## src/rtl/nq_pkg.sv

```systemverilog
// Shared types and index helpers for the N-queens solver.
package nq_pkg;

  typedef enum logic [2:0] {IDLE, SCAN, BACK, EMIT, DONE} nq_state_e;

  function automatic int nq_w(input int n);
    return $clog2(n);
  endfunction

  // Rising diagonal: constant row+col.
  function automatic int d1_idx(input int row, input int col);
    return row + col;
  endfunction

  // Falling diagonal: constant row-col, offset so the index is never negative.
  function automatic int d2_idx(input int row, input int col, input int n);
    return row - col + n - 1;
  endfunction

endpackage

```

## src/rtl/nqueens_solver_if.sv

```systemverilog
// Control and placement-stream bundle between a requester and the N-queens solver.
interface nqueens_solver_if #(
  parameter int N     = 8,
  parameter int W     = nq_pkg::nq_w(N),
  parameter int CNT_W = 16
);
  logic             start;
  logic             mode;
  logic             abort;
  logic             busy;
  logic             done;
  logic             sol_valid;
  logic             sol_ready;
  logic [N*W-1:0]   sol_rows;
  logic [CNT_W-1:0] sol_count;
  logic             found;

  modport master (
    output start, mode, abort, sol_ready,
    input  busy, done, sol_valid, sol_rows, sol_count, found
  );

  modport slave (
    input  start, mode, abort, sol_ready,
    output busy, done, sol_valid, sol_rows, sol_count, found
  );
endinterface

```

## src/rtl/nq_stack.sv

```systemverilog
// Per-column row stack: one synchronous write port, two combinational reads, flat view.
// Latency: write visible the cycle after wr_en; no flow control of its own.
module nq_stack #(
  parameter int N = 8,
  parameter int W = nq_pkg::nq_w(N)
) (
  input  logic           clk,
  input  logic           rst,
  input  logic           wr_en,
  input  logic [W-1:0]   wr_idx,
  input  logic [W-1:0]   wr_dat,
  input  logic [W-1:0]   rd_idx,
  output logic [W-1:0]   rd_dat,
  output logic [W-1:0]   last_dat,
  output logic [N*W-1:0] flat
);
  logic [W-1:0] mem [N];

  always_ff @(posedge clk or negedge rst) begin
    if (!rst) begin
      for (int i = 0; i < N; i++) mem[i] <= '0;
    end else if (wr_en) begin
      mem[wr_idx] <= wr_dat;
    end
  end

  assign rd_dat   = mem[rd_idx];
  assign last_dat = mem[N-1];

  always_comb begin
    flat = '0;
    for (int i = 0; i < N; i++) flat[i*W +: W] = mem[i];
  end
endmodule

```

## src/rtl/nqueens_solver.sv

```systemverilog
// Column-by-column backtracking N-queens search, one candidate row per cycle.
// Placements stream on sol_valid/sol_ready; a stalled consumer freezes the search in EMIT.
module nqueens_solver #(
  parameter int N     = 8,
  parameter int W     = nq_pkg::nq_w(N),
  parameter int CNT_W = 16
) (
  input logic              clk,
  input logic              rst,
  nqueens_solver_if.slave  bus
);
  import nq_pkg::*;

  localparam int DN = 2*N - 1;
  localparam int DW = $clog2(DN);

  if (N < 4 || N > 16) begin : g_bad_n
    $error("nqueens_solver: N must be in 4..16");
  end

  nq_state_e        state, state_nxt;
  logic             mode_q;
  logic [W-1:0]     col;
  logic [W:0]       row;
  logic [N-1:0]     row_mask;
  logic [DN-1:0]    d1_mask, d2_mask;
  logic [N*W-1:0]   sol_rows_q, sol_rows_nxt, stk_flat;
  logic [CNT_W-1:0] sol_count_q;

  logic [W-1:0]  cur_r, pop_col, stk_rd, stk_last;
  logic [DW-1:0] d1_cur, d2_cur, d1_pop, d2_pop, d1_last, d2_last;
  logic          row_end, last_col, safe;
  logic          do_init, do_place, do_adv, do_back, do_pop, do_cnt;

  assign cur_r    = row[W-1:0];
  assign pop_col  = col - W'(1);
  assign row_end  = (row == (W+1)'(N));
  assign last_col = (col == W'(N-1));

  assign d1_cur  = DW'(d1_idx(int'(cur_r), int'(col)));
  assign d2_cur  = DW'(d2_idx(int'(cur_r), int'(col), N));
  assign d1_pop  = DW'(d1_idx(int'(stk_rd), int'(pop_col)));
  assign d2_pop  = DW'(d2_idx(int'(stk_rd), int'(pop_col), N));
  assign d1_last = DW'(d1_idx(int'(stk_last), N-1));
  assign d2_last = DW'(d2_idx(int'(stk_last), N-1, N));

  assign safe = !row_mask[cur_r] && !d1_mask[d1_cur] && !d2_mask[d2_cur];

  nq_stack #(.N(N), .W(W)) u_stack (
    .clk      (clk),
    .rst      (rst),
    .wr_en    (do_place),
    .wr_idx   (col),
    .wr_dat   (cur_r),
    .rd_idx   (pop_col),
    .rd_dat   (stk_rd),
    .last_dat (stk_last),
    .flat     (stk_flat)
  );

  // The final column's row is still being written, so splice it in directly.
  always_comb begin
    sol_rows_nxt = stk_flat;
    sol_rows_nxt[(N-1)*W +: W] = cur_r;
  end

  always_ff @(posedge clk or negedge rst) begin
    if (!rst) state <= IDLE;
    else      state <= state_nxt;
  end

  always_comb begin
    state_nxt = state;
    do_init   = 1'b0;
    do_place  = 1'b0;
    do_adv    = 1'b0;
    do_back   = 1'b0;
    do_pop    = 1'b0;
    do_cnt    = 1'b0;
    case (state)
      IDLE: if (bus.start) begin
        do_init   = 1'b1;
        state_nxt = SCAN;
      end
      SCAN: begin
        if (row_end) begin
          state_nxt = BACK;
        end else if (safe) begin
          do_place = 1'b1;
          if (last_col) state_nxt = EMIT;
        end else begin
          do_adv = 1'b1;
        end
      end
      BACK: begin
        if (col == '0) begin
          state_nxt = DONE;
        end else begin
          do_back   = 1'b1;
          state_nxt = SCAN;
        end
      end
      EMIT: if (bus.sol_ready) begin
        do_cnt = 1'b1;
        if (!mode_q) begin
          state_nxt = DONE;
        end else begin
          do_pop    = 1'b1;
          state_nxt = SCAN;
        end
      end
      DONE:    state_nxt = IDLE;
      default: state_nxt = IDLE;
    endcase
    // Abort overrides every search transition, including a pending handshake.
    if (bus.abort && (state == SCAN || state == BACK || state == EMIT)) begin
      state_nxt = DONE;
      do_place  = 1'b0;
      do_adv    = 1'b0;
      do_back   = 1'b0;
      do_pop    = 1'b0;
      do_cnt    = 1'b0;
    end
  end

  always_ff @(posedge clk or negedge rst) begin
    if (!rst) begin
      mode_q      <= 1'b0;
      col         <= '0;
      row         <= '0;
      row_mask    <= '0;
      d1_mask     <= '0;
      d2_mask     <= '0;
      sol_rows_q  <= '0;
      sol_count_q <= '0;
    end else begin
      if (do_init) begin
        mode_q      <= bus.mode;
        col         <= '0;
        row         <= '0;
        row_mask    <= '0;
        d1_mask     <= '0;
        d2_mask     <= '0;
        sol_count_q <= '0;
      end
      if (do_place) begin
        row_mask[cur_r]  <= 1'b1;
        d1_mask[d1_cur]  <= 1'b1;
        d2_mask[d2_cur]  <= 1'b1;
        if (last_col) begin
          sol_rows_q <= sol_rows_nxt;
        end else begin
          col <= col + W'(1);
          row <= '0;
        end
      end
      if (do_adv) row <= row + (W+1)'(1);
      if (do_back) begin
        col              <= pop_col;
        row_mask[stk_rd] <= 1'b0;
        d1_mask[d1_pop]  <= 1'b0;
        d2_mask[d2_pop]  <= 1'b0;
        row              <= {1'b0, stk_rd} + (W+1)'(1);
      end
      if (do_pop) begin
        row_mask[stk_last] <= 1'b0;
        d1_mask[d1_last]   <= 1'b0;
        d2_mask[d2_last]   <= 1'b0;
        row                <= {1'b0, stk_last} + (W+1)'(1);
      end
      if (do_cnt && sol_count_q != '1) sol_count_q <= sol_count_q + CNT_W'(1);
    end
  end

  assign bus.busy      = (state == SCAN) || (state == BACK) || (state == EMIT);
  assign bus.done      = (state == DONE);
  assign bus.sol_valid = (state == EMIT);
  assign bus.sol_rows  = sol_rows_q;
  assign bus.sol_count = sol_count_q;
  assign bus.found     = |sol_count_q;
endmodule

```

## src/flat_wrapper.sv

```systemverilog
// flat-port wrapper written by rule: the top's interface ports become plain ports
module nqueens_solver_flat import nq_pkg::*;
#(
  parameter int N     = 8,
  parameter int W     = nq_pkg::nq_w(N),
  parameter int CNT_W = 16
)
  (clk, rst, bus_start, bus_mode, bus_abort, bus_sol_ready, bus_busy, bus_done, bus_sol_valid, bus_sol_rows, bus_sol_count, bus_found);
  nqueens_solver_if #(.N(N), .W(W), .CNT_W(CNT_W)) bus_i ();
  input logic clk;
  input logic rst;
  input wire logic [$bits(bus_i.start)-1:0] bus_start;
  input wire logic [$bits(bus_i.mode)-1:0] bus_mode;
  input wire logic [$bits(bus_i.abort)-1:0] bus_abort;
  input wire logic [$bits(bus_i.sol_ready)-1:0] bus_sol_ready;
  output wire logic [$bits(bus_i.busy)-1:0] bus_busy;
  output wire logic [$bits(bus_i.done)-1:0] bus_done;
  output wire logic [$bits(bus_i.sol_valid)-1:0] bus_sol_valid;
  output wire logic [$bits(bus_i.sol_rows)-1:0] bus_sol_rows;
  output wire logic [$bits(bus_i.sol_count)-1:0] bus_sol_count;
  output wire logic [$bits(bus_i.found)-1:0] bus_found;
  assign bus_i.start = bus_start;
  assign bus_i.mode = bus_mode;
  assign bus_i.abort = bus_abort;
  assign bus_i.sol_ready = bus_sol_ready;
  assign bus_busy = bus_i.busy;
  assign bus_done = bus_i.done;
  assign bus_sol_valid = bus_i.sol_valid;
  assign bus_sol_rows = bus_i.sol_rows;
  assign bus_sol_count = bus_i.sol_count;
  assign bus_found = bus_i.found;
  nqueens_solver #(.N(N), .W(W), .CNT_W(CNT_W)) u_core (.clk(clk), .rst(rst), .bus(bus_i));
endmodule
```

## config.mk

```make
export PLATFORM = sky130hd
export DESIGN_NAME = nqueens_solver_flat
export DESIGN_NICKNAME = d
export VERILOG_FILES = /design/src/rtl/nq_pkg.sv /design/src/rtl/nqueens_solver_if.sv /design/src/rtl/nq_stack.sv /design/src/rtl/nqueens_solver.sv /design/src/flat_wrapper.sv
export SDC_FILE = /design/constraint.sdc
export NUM_CORES = 1
export LEC_CHECK = 0
export ABC_AREA = 1
export BUFFER_PORTS_ARGS = -buffer_cell sky130_fd_sc_hd__buf_2
export CAP_MARGIN = 20
export CORE_MARGIN = 5
export CORE_UTILIZATION = 50
export CTS_BUF_LIST = sky130_fd_sc_hd__clkbuf_8
export CTS_CLUSTER_SIZE = 16
export DETAILED_ROUTE_END_ITERATION = 8
export GPL_TIMING_DRIVEN = 1
export PLACE_DENSITY_LB_ADDON = 0.25
export SLEW_MARGIN = 20
export SYNTH_ARGS = -nofsm -noshare
export SYNTH_HDL_FRONTEND = slang
export SYNTH_SLANG_ARGS = --single-unit
```

## constraint.sdc

```tcl
create_clock -name clk -period 3.77 [get_ports clk]
set_input_delay 0.1885 -clock clk [delete_from_list [all_inputs] [get_ports clk]]
set_output_delay 0.1885 -clock clk [all_outputs]
set_load 0.1 [all_outputs]
```

==> results.toml <==
[critical_path]
reg2regPathDepth = 19
startpoint_type = "flip-flop"
timing.critical_path.fanout_max = 29
cp.required_ns = 4.12
critical_path.endpoint_type = "flip-flop"
path_class = "flip-flop to flip-flop"
critPathArrivalTime_ns = 3.75

[finish]
area_delta_synth_final_pct = 12.90
instances_no_fill = 1201
final_layout_size_suffix_gt1_frac = 0.1322
layout.cell_area.non_filler_um2 = 7928
layout.filler_cells = 1287
register_area_um2 = 2828
antennaDiodeCount = 0
multi_input_comb_area_um2 = 3577
finalNetCount = 1048

[floorplan]
core-area_um2 = 13830
die_y_um = 128.5
initial_core_util = 0.5078
dieArea_um2 = 16510
chipWidth_um = 128.5
floorplan.io_pins = 50
core.rowCount = 43

[global_routing]
grt_pass1_wl_um = 30460
grt_max_degree = 66
grt_pass1_vias = 6089
grt_use_total = 0.2336
globalRouteOverflowTotal = 0
grt_antenna_before_repair = 0

[sta]
rsz0062_at_grt = "false"
tightest_slew_ns = 0.7749
clock_skews_ns = 0.01207
final-hold-violation-count = 0
min_period_ns = 3.398
max_slew_violation_total_from_the_final_report = 0
maxSlewHeadroom = 0.4821
final.setup.tns_ns = 0
fin_crit_sh = 0.9012
timing.fmax_mhz = 294.3
setup_viol = 0

[placed_design]
hpwl_after_dpl_um = 13320
placement.cell_area_um2 = 7472
globalplace.congestion = 0.9431
io_buffer_count = 49
place_inst = 1167

[route]
post-route-drc-count = 0
drt_first_pass_iters = 5
via_count = 6557
wl_um = 18600
iter_0_drt_violations = 652
drt.antenna.violating_nets = 0
drt-vias-per-instance = 5.460
routed_wire_length_per_instance_um = 15.49

[clocking]
tritoncts_clock_tree = "done"
clock_insertion_delay_worst_skew_ns = 0.45
postCtsSetupBuffers = 0
total_number_of_h_tree_levels = 4
cts_inserted_buffers = 17
cts_root_buffer = "clkbuf_8"
cts.reportedPaths.clkPinSlew_ns = 0.07
clockBufferDepth = 2
clkSinkCount = 113

[pwr]
power_mw = 5.867
cellLeakagePower_nw = 4.066
max-vdd-ir-drop_mv = 0.3765
power.density_cell_area_nw_per_um2 = 740.1

[synth]
postSynthAreaPerCell_um2 = 7.399
yosys_register_bits = 113
dominantRegCellSynth = "dfrtp_1"
yosysWarnings = 0
synth-edff-count = 0
postSynthCellCount = 949
portion_of_the_post_synthesis_area_used_by_sequential_elements = 0.4027
post_synth_num_cell_types = 45
synth.net_count = 989
async_reset_ff_frac = 1.000
post_synth_instance_area_um2 = 7022

[flow_run]
drv_cap = 0

[min_path]
hp-class = "primary input to flip-flop"
timing.hold.worst_path_depth = 3

[outcome]
run_status = "finished clean"
-- cell usage after synthesis (7+ instances only) --
master	instances	area, um^2
a22oi_1	18	135.1
o21ai_1	24	120.1
a21oi_1	37	185.2
xor2_1	8	70.07
buf_2	10	50.05
ha_1	30	375.4
nand4_1	8	50.05
buf_6	7	78.83
nor3_1	23	115.1
nand3_1	53	265.3
nand2_1	283	1062
nor2_1	79	296.5
inv_2	11	41.29
clkbuf_1	13	48.80
dfrtp_1	113	2828
o21ai_0	68	340.3
inv_1	99	371.6
-- path summary, 6_finish.rpt --
path | startpoint | end | slack (ns)
setup reg to reg | u_core.row[0]$_DFF_PN0_ | u_core.col[2]$_DFF_PN0_ | 0.37
setup / recovery | u_core.row[0]$_DFF_PN0_ | u_core.col[2]$_DFF_PN0_ | 0.37
min in group asynchronous | rst | u_core.bus.sol_rows[13]$_DFFE_PN0P_ | 0.31
hold / removal | bus_sol_ready | u_core.state[1]$_DFFE_PN0P_ | 0.1
max in group asynchronous | rst | u_core.d2_mask[13]$_DFF_PN0_ | 2.66
hold reg to reg | u_core.bus.sol_rows[13]$_DFFE_PN0P_ | u_core.bus.sol_rows[13]$_DFFE_PN0P_ | 0.47
-- layer usage --
layer	global-route usage	part of all wire
met3	0.04566	0.067
met5	0	0
met4	0.09265	0.026
met2	0.3601	0.44
met1	0.3256	0.46
-- flip-flops by register name (all words and copies together), names as in the netlist --
signal / flops
u_core.state: 3
u_core.d2_mask: 15
u_core.bus.sol_rows: 24
u_core.bus.sol_count: 16
u_core.d1_mask: 15
u_core.row: 4
u_core.row_mask: 8
u_core.mode_q: 1
u_core.u_stack.last_dat: 3
u_core.col: 3
u_core.u_stack.flat: 21
-- repair_timing --
action / 4_1_cts / 5_1_grt
hold endpoints to repair: 49 / 0
hold buffers: 2 / 0
resized for setup: 0 / 0
-- report_power, final --
group / internal [mW] / total [mW] / switching, mW
registers: 1.41 / 1.55 / 0.141
clock network: 0.699 / 1.26 / 0.556
logic: 0.874 / 3.06 / 2.18
total: 2.99 / 5.87 / 2.88
-- logic make-up (layout without fill, tap and decap cells) --
group / after synthesis / in the layout / synth area share
xor+xnor: 14 / 14 / 0.01960
flops: 113 / 113 / 0.4027
compound gates: 176 / 176 / 0.1442
fa+ha+maj: 34 / 34 / 0.06486
buf+inv: 145 / 217 / 0.08785
simple gates: 467 / 467 / 0.2808
-- cells in the final DEF (no fill, tap or decap), types with 8 or more instances in the layout --
cell / instances
a21oi_1: 37
a22oi_1: 18
buf_2: 48
buf_4: 21
clkbuf_8: 19
dfrtp_1: 113
ha_1: 30
inv_1: 99
inv_2: 11
nand2_1: 283
nand3_1: 53
nand4_1: 8
nor2_1: 79
nor3_1: 23
o21ai_0: 68
o21ai_1: 24
xor2_1: 8
-- area by class of cell --
class,instances,share of cell area
multi-input cells,691,0.4512
repair buffers,72,0.05524
flip-flops and latches,113,0.3567
clock inverters,13,0.02194
inverters,113,0.05350
clock buffers,19,0.03299
well taps,180,0.02841
-- metrics by stage --
stage / setup slack [ns] / utilization / hold slack, ns
3_5_place_dp: 0.4091 / 0.5404 / 0.2711
5_1_grt: 0.1435 / 0.5733 / 0.07451
6_report: 0.3725 / 0.5733 / 0.09614
2_1_floorplan: 0.1045 / - / -0.1071
4_1_cts: 0.3941 / 0.5733 / 0.07402
3_3_place_gp: 0.4555 / 0.5404 / 0.2625
-- worst max-delay path: stages (launching register included) --
cell and delay [ns]:
dfrtp_1 0.36, buf_4 0.23, ha_1 0.22, inv_1 0.07, fa_1 0.55, inv_1 0.17, nor2_1 0.12, nand2_1 0.09
nand3_1 0.06, nand2_1 0.07, nand2_1 0.06, nor2_2 0.15, nand3_2 0.14, inv_2 0.11, nand2_4 0.10, inv_2 0.46
nand2_1 0.09, nand2_1 0.10, nand2_1 0.05, o21ai_0 0.09
No activity file was read; power rests on OpenSTA's default activity.
